==> src/rtl/logip_trg_pkg.sv <==
// Shared field positions, stage configuration type and level helper for the trigger sequencer.
// Optional feature macro: LOGIP_TRG_DELAY_EN (per-stage strobe delay counters).
package logip_trg_pkg;

    localparam int unsigned LEVEL_W       = 2;
    localparam int unsigned DELAY_W       = 16;
    localparam int unsigned CMD_DELAY_LSB = 0;
    localparam int unsigned CMD_LEVEL_LSB = 16;
    localparam int unsigned CMD_START_BIT = 27;

    typedef struct packed {
        logic [DELAY_W-1:0] delay;
        logic [LEVEL_W-1:0] level;
        logic               start;
    } stage_cfg_t;

    // Level advance that saturates at the top level.
    function automatic logic [LEVEL_W-1:0] level_inc(input logic [LEVEL_W-1:0] lvl);
        return (lvl == '1) ? lvl : lvl + LEVEL_W'(1);
    endfunction

endpackage

==> src/rtl/trg_stage.sv <==
// One trigger stage: mask/value/config registers, sample compare and optional delay counter.
// Optional feature macro: LOGIP_TRG_DELAY_EN.
module trg_stage
    import logip_trg_pkg::*;
#(
    parameter int unsigned WIDTH   = 32,
    parameter stage_cfg_t  RST_CFG = '0
) (
    input  logic               clk_i,
    input  logic               rst_i,
    input  logic [WIDTH-1:0]   cmd_i,
    input  logic               set_mask_i,
    input  logic               set_val_i,
    input  logic               set_cfg_i,
    input  logic               armed_i,
    input  logic [LEVEL_W-1:0] level_i,
    input  logic               clr_i,
    input  logic               stb_i,
    input  logic [WIDTH-1:0]   smpls_i,
    output logic               fire_c_o,
    output logic               start_o
);

    logic [WIDTH-1:0] mask_q, mask_d;
    logic [WIDTH-1:0] val_q, val_d;
    stage_cfg_t       cfg_q, cfg_d;
    logic             match_c;
    logic             active_c;
    logic             fire_c;

    assign match_c  = ((smpls_i & mask_q) == (val_q & mask_q));
    assign fire_c_o = fire_c;
    assign start_o  = cfg_q.start;

    always_comb begin
        mask_d = mask_q;
        val_d  = val_q;
        cfg_d  = cfg_q;
        if (set_mask_i) mask_d = cmd_i;
        if (set_val_i)  val_d  = cmd_i;
        if (set_cfg_i) begin
            cfg_d.delay = cmd_i[CMD_DELAY_LSB +: DELAY_W];
            cfg_d.level = cmd_i[CMD_LEVEL_LSB +: LEVEL_W];
            cfg_d.start = cmd_i[CMD_START_BIT];
        end
    end

    always_ff @(posedge clk_i) begin
        if (rst_i) begin
            mask_q <= '0;
            val_q  <= '0;
            cfg_q  <= RST_CFG;
        end else begin
            mask_q <= mask_d;
            val_q  <= val_d;
            cfg_q  <= cfg_d;
        end
    end

`ifdef LOGIP_TRG_DELAY_EN
    logic               cnt_on_q, cnt_on_d;
    logic [DELAY_W-1:0] cnt_q, cnt_d;

    assign active_c = armed_i && (cfg_q.level == level_i) && !cnt_on_q;

    // Match loads delay-1 so that delay d fires on the (d+1)-th strobe including the match.
    always_comb begin
        fire_c   = 1'b0;
        cnt_on_d = cnt_on_q;
        cnt_d    = cnt_q;
        if (armed_i && stb_i) begin
            if (cnt_on_q) begin
                if (cnt_q == '0) begin
                    fire_c   = 1'b1;
                    cnt_on_d = 1'b0;
                end else begin
                    cnt_d = cnt_q - DELAY_W'(1);
                end
            end else if (active_c && match_c) begin
                if (cfg_q.delay == '0) begin
                    fire_c = 1'b1;
                end else begin
                    cnt_on_d = 1'b1;
                    cnt_d    = cfg_q.delay - DELAY_W'(1);
                end
            end
        end
        if (clr_i || !armed_i) begin
            cnt_on_d = 1'b0;
            cnt_d    = '0;
        end
    end

    always_ff @(posedge clk_i) begin
        if (rst_i) begin
            cnt_on_q <= 1'b0;
            cnt_q    <= '0;
        end else begin
            cnt_on_q <= cnt_on_d;
            cnt_q    <= cnt_d;
        end
    end
`else
    logic unused_c;

    // Delay is stored for readback compatibility but has no effect in this build.
    assign unused_c = ^{clr_i, cfg_q.delay};
    assign active_c = armed_i && (cfg_q.level == level_i);
    assign fire_c   = active_c && stb_i && match_c;
`endif

endmodule

==> src/rtl/trigger_seq.sv <==
// Multi-stage trigger sequencer: owns arm state, trigger level and the run pulse.
// Optional feature macro: LOGIP_TRG_DELAY_EN (enables per-stage delay counting in trg_stage).
module trigger_seq
    import logip_trg_pkg::*;
#(
    parameter int unsigned STAGES = 4,
    parameter int unsigned WIDTH  = 32
) (
    input  logic               clk_i,
    input  logic               rst_i,
    input  logic [WIDTH-1:0]   cmd_i,
    input  logic [1:0]         stage_i,
    input  logic               set_mask_i,
    input  logic               set_val_i,
    input  logic               set_cfg_i,
    input  logic               arm_i,
    input  logic               stb_i,
    input  logic [WIDTH-1:0]   smpls_i,
    output logic               run_o,
    output logic               armed_o,
    output logic [LEVEL_W-1:0] level_o
);

    localparam stage_cfg_t CFG_FIRST = '{delay: '0, level: '0, start: 1'b1};
    localparam stage_cfg_t CFG_OTHER = '{delay: '0, level: '1, start: 1'b0};

    logic [STAGES-1:0]  fire_c;
    logic [STAGES-1:0]  start_c;
    logic               start_fire_c;
    logic               step_fire_c;
    logic               clr_c;
    logic               run_q, run_d;
    logic               armed_q, armed_d;
    logic [LEVEL_W-1:0] level_q, level_d;

    for (genvar g = 0; g < STAGES; g++) begin : g_stage
        trg_stage #(
            .WIDTH   (WIDTH),
            .RST_CFG ((g == 0) ? CFG_FIRST : CFG_OTHER)
        ) u_stage (
            .clk_i      (clk_i),
            .rst_i      (rst_i),
            .cmd_i      (cmd_i),
            .set_mask_i (set_mask_i && (stage_i == 2'(g))),
            .set_val_i  (set_val_i  && (stage_i == 2'(g))),
            .set_cfg_i  (set_cfg_i  && (stage_i == 2'(g))),
            .armed_i    (armed_q),
            .level_i    (level_q),
            .clr_i      (clr_c),
            .stb_i      (stb_i),
            .smpls_i    (smpls_i),
            .fire_c_o   (fire_c[g]),
            .start_o    (start_c[g])
        );
    end

    assign start_fire_c = |(fire_c & start_c);
    assign step_fire_c  = |(fire_c & ~start_c);
    assign clr_c        = arm_i || start_fire_c;

    // Arm beats a start firing, which beats a level step; run still pulses on a start firing.
    always_comb begin
        run_d   = start_fire_c;
        armed_d = armed_q;
        level_d = level_q;
        if (arm_i) begin
            armed_d = 1'b1;
            level_d = '0;
        end else if (start_fire_c) begin
            armed_d = 1'b0;
            level_d = '0;
        end else if (step_fire_c) begin
            level_d = level_inc(level_q);
        end
    end

    always_ff @(posedge clk_i) begin
        if (rst_i) begin
            run_q   <= 1'b0;
            armed_q <= 1'b0;
            level_q <= '0;
        end else begin
            run_q   <= run_d;
            armed_q <= armed_d;
            level_q <= level_d;
        end
    end

    assign run_o   = run_q;
    assign armed_o = armed_q;
    assign level_o = level_q;

endmodule
==> config.mk <==
export PLATFORM = sky130hd
export DESIGN_NAME = trigger_seq
export DESIGN_NICKNAME = d
export VERILOG_FILES = /design/src/rtl/logip_trg_pkg.sv /design/src/rtl/trg_stage.sv /design/src/rtl/trigger_seq.sv
export SDC_FILE = /design/constraint.sdc
export NUM_CORES = 1
export LEC_CHECK = 0
export CORE_ASPECT_RATIO = 0.6
export CORE_MARGIN = 3
export CORE_UTILIZATION = 53
export CTS_CLUSTER_DIAMETER = 120
export DETAILED_ROUTE_END_ITERATION = 16
export GPL_TIMING_DRIVEN = 0
export PLACE_DENSITY = 0.74
export REMOVE_ABC_BUFFERS = 1
export SLEW_MARGIN = 10
export SYNTH_ARGS = -nofsm -noshare
export SYNTH_HDL_FRONTEND = slang
export SYNTH_HIERARCHICAL = 1
export SYNTH_SLANG_ARGS = --single-unit
==> constraint.sdc <==
create_clock -name clk_i -period 3.1 [get_ports clk_i]
set_input_delay 0.31 -clock clk_i [delete_from_list [all_inputs] [get_ports clk_i]]
set_output_delay 0.31 -clock clk_i [all_outputs]
set_load 0.02 [all_outputs]
==> flow_metrics.env <==
export IMPL_outcome="finished clean"
export IMPL_timing_critical_path_fanout_max=4
export IMPL_filler_cell_count=1722
export IMPL_worstPathRequired_ns=3.54
export IMPL_port_buffers=76
export IMPL_slowest_stage="sky130_fd_sc_hd__clkdlybuf4s50_1"
export IMPL_drt_iter0_drc=556
export IMPL_p_switching_mw=1.78
export IMPL_grt_max_degree=131
export IMPL_synth_cell_area_um2=11700
export IMPL_first_global_vias=7524
export IMPL_whs_ns=0.141
export IMPL_layout_common_cells="sky130_fd_sc_hd__dfxtp_1 (272), sky130_fd_sc_hd__nor2_1 (263), sky130_fd_sc_hd__mux2i_1 (263)"
export IMPL_critical_path_n_buffers_inverters=1
export IMPL_post_synth_cell_area_avg_um2=10.4
export IMPL_finalHoldViolations=0
export IMPL_slew_headroom=0.557
export IMPL_die_h_um=121
export IMPL_maxCapViolations=0
export IMPL_setup_repair_after_global_routing_missed_its_margin="no"
export IMPL_cts_sinks=272
export IMPL_antenna_found_initial=0
export IMPL_cell_internal_pwr_mw=5.82
export IMPL_crit_chain="clkdlybuf4s50_1 -> xor2_1 -> a22o_1 -> a221oi_1 -> nand4_1 -> nor4_2 -> nand2b_1 -> a41oi_2 -> mux2i_1"
export IMPL_cts_setup_buffers=0
export IMPL_route_detailed_vias_per_inst=5.41
export IMPL_cts_root_to_sink_buffers=3
export IMPL_die_width_um=197
export IMPL_pwr_density_cell_nw_per_um2=560
export IMPL_max_slew_worst_pin_slew_ns=0.664
export IMPL_leakage_nw=5.27
export IMPL_tritoncts_num_buffers=24
export IMPL_place_detailed_instances=1429
export IMPL_final_layout_size_suffix_gt1_frac=0.0687
export IMPL_clock_h_tree_levels=1
export IMPL_final_min_period_over_clock_period=0.810
export IMPL_critPathCaptureType="flip-flop"
export IMPL_cts_root_buf="sky130_fd_sc_hd__clkbuf_16"
export IMPL_detailed_place_hpwl_um=17500
export IMPL_clk_pin_slew_ns=0.07
export IMPL_critPathArrivalTime_ns=2.95
export IMPL_gate_power_share=0.102
export IMPL_finish_cell_count_without_fillers=1473
export IMPL_grt_util_all_layers=0.214
export IMPL_placement_rows=41
export IMPL_final_common_cell="sky130_fd_sc_hd__dfxtp_1"
export IMPL_clock_power_share=0.412
export IMPL_drt_total_wl_um=25700
export IMPL_cts_hold_fix_buffers=0
export IMPL_first_pass_grt_wire_length_um=41300
export IMPL_power_frac_seq=0.486
export IMPL_floorplan_core_area_um2=21300
export IMPL_ctsResizeCount=0
export IMPL_sw_frac=0.234
export IMPL_fp_dieArea_um2=23900
export IMPL_drt_wirelength_per_cell_um=17.5
export IMPL_critical_path_top_delay_family="compound AO/OA/AOI/OAI gates"
export IMPL_layout_nets=1250
export IMPL_floorplan_initialDensity=0.548
export IMPL_clock_skew_ns=0.0120
export IMPL_synth_cells=1124
export IMPL_num_vias=7963
export IMPL_syn_to_final_growth_pct=16.4
export IMPL_critPathLaunchType="input pin"
export IMPL_clock_latency_ns=0.52
export IMPL_vdd_ir_drop_worst_uv=344
export IMPL_total_power_after_layout_mw=7.60
export IMPL_critical_path_max_stage_delay_ns=0.54
export IMPL_drt_pass1_iter_count=5
export IMPL_postRouteAntennaNets=0
export IMPL_grt_ovfl_total=0
export IMPL_period_minus_slack_ns=2.51
export IMPL_cts_tree="built"
export IMPL_synth_warnings=6
export IMPL_timing_fmax_mhz=398
export IMPL_hold_crit_path_type="input pin to flip-flop"
export IMPL_report_final_setup_viol=0
export IMPL_drc_errors=0
export IMPL_gp_congestion=0.743
export IMPL_n_antenna_cell=0
export IMPL_worstSetupPathType="input pin to flip-flop"
export IMPL_io_pins=77
export IMPL_final_max_slew_violation_count=0
## area by class of cell
| type | instances | area [µm²] | area share |
|---|---|---|---|
| clock buffer | 38 | 724 | 0.0533 |
| clock inverter | 6 | 109 | 0.00802 |
| multi-input combinational | 792 | 5970 | 0.440 |
| sequential | 272 | 5450 | 0.401 |
| tap | 279 | 349 | 0.0257 |
| timing repair buffer | 86 | 981 | 0.0722 |
## final timing paths
check | start | end | slack, ns | depth (start not counted)
worst max register to register | g_stage[1].u_stage/val_q[17] | level_o[1] | 0.65 | 8
worst min-delay path | rst_i | g_stage[1].u_stage/val_q[30] | 0.14 | 2
worst max-delay path | smpls_i[17] | level_o[1] | 0.59 | 9
worst min register to register | g_stage[3].u_stage/mask_q[28] | g_stage[3].u_stage/mask_q[28] | 0.49 | 2
## through the flow
step	cell area, µm²	util	setup WS [ns]	setup TNS [ns]
2_1_floorplan	11400	-	1.08	0
3_5_place_dp	12700	0.599	0.0855	0
3_3_place_gp	12500	0.588	-5.52	-1400.02
4_1_cts	13600	0.638	0.614	0
6_report	13600	0.638	0.590	0
5_1_grt	13600	0.638	0.471	0
## state kept, by name, indices dropped and copies added (netlist names)
| register | count |
|---|---|
| g_stage.u_stage/mask_q | 128 |
| g_stage.u_stage/val_q | 128 |
| g_stage.u_stage/cfg_q | 8 |
| g_stage.u_stage/start_o | 4 |
| level_o | 2 |
| armed_o | 1 |
| run_o | 1 |
## power groups by stage
stage	registers [mW]	clock network (mW)	logic, mW
finish	3.69	3.13	0.776
global route	3.71	3.35	0.845
CTS	3.69	3.21	0.779
detailed placement	3.77	0	0.775
global placement	3.77	0	0.766
floorplan	3.76	0	0.420
## per-layer routing
layer / track usage / vias up / routed length [µm]
met5: 0 / - / 0
met4: 0.0371 / 0 / 352
met3: 0.0319 / 30 / 1380
met2: 0.302 / 180 / 10500
met1: 0.347 / 3799 / 13500
li1: - / 3954 / -
Note: power is estimated with default switching activity, not from simulation.
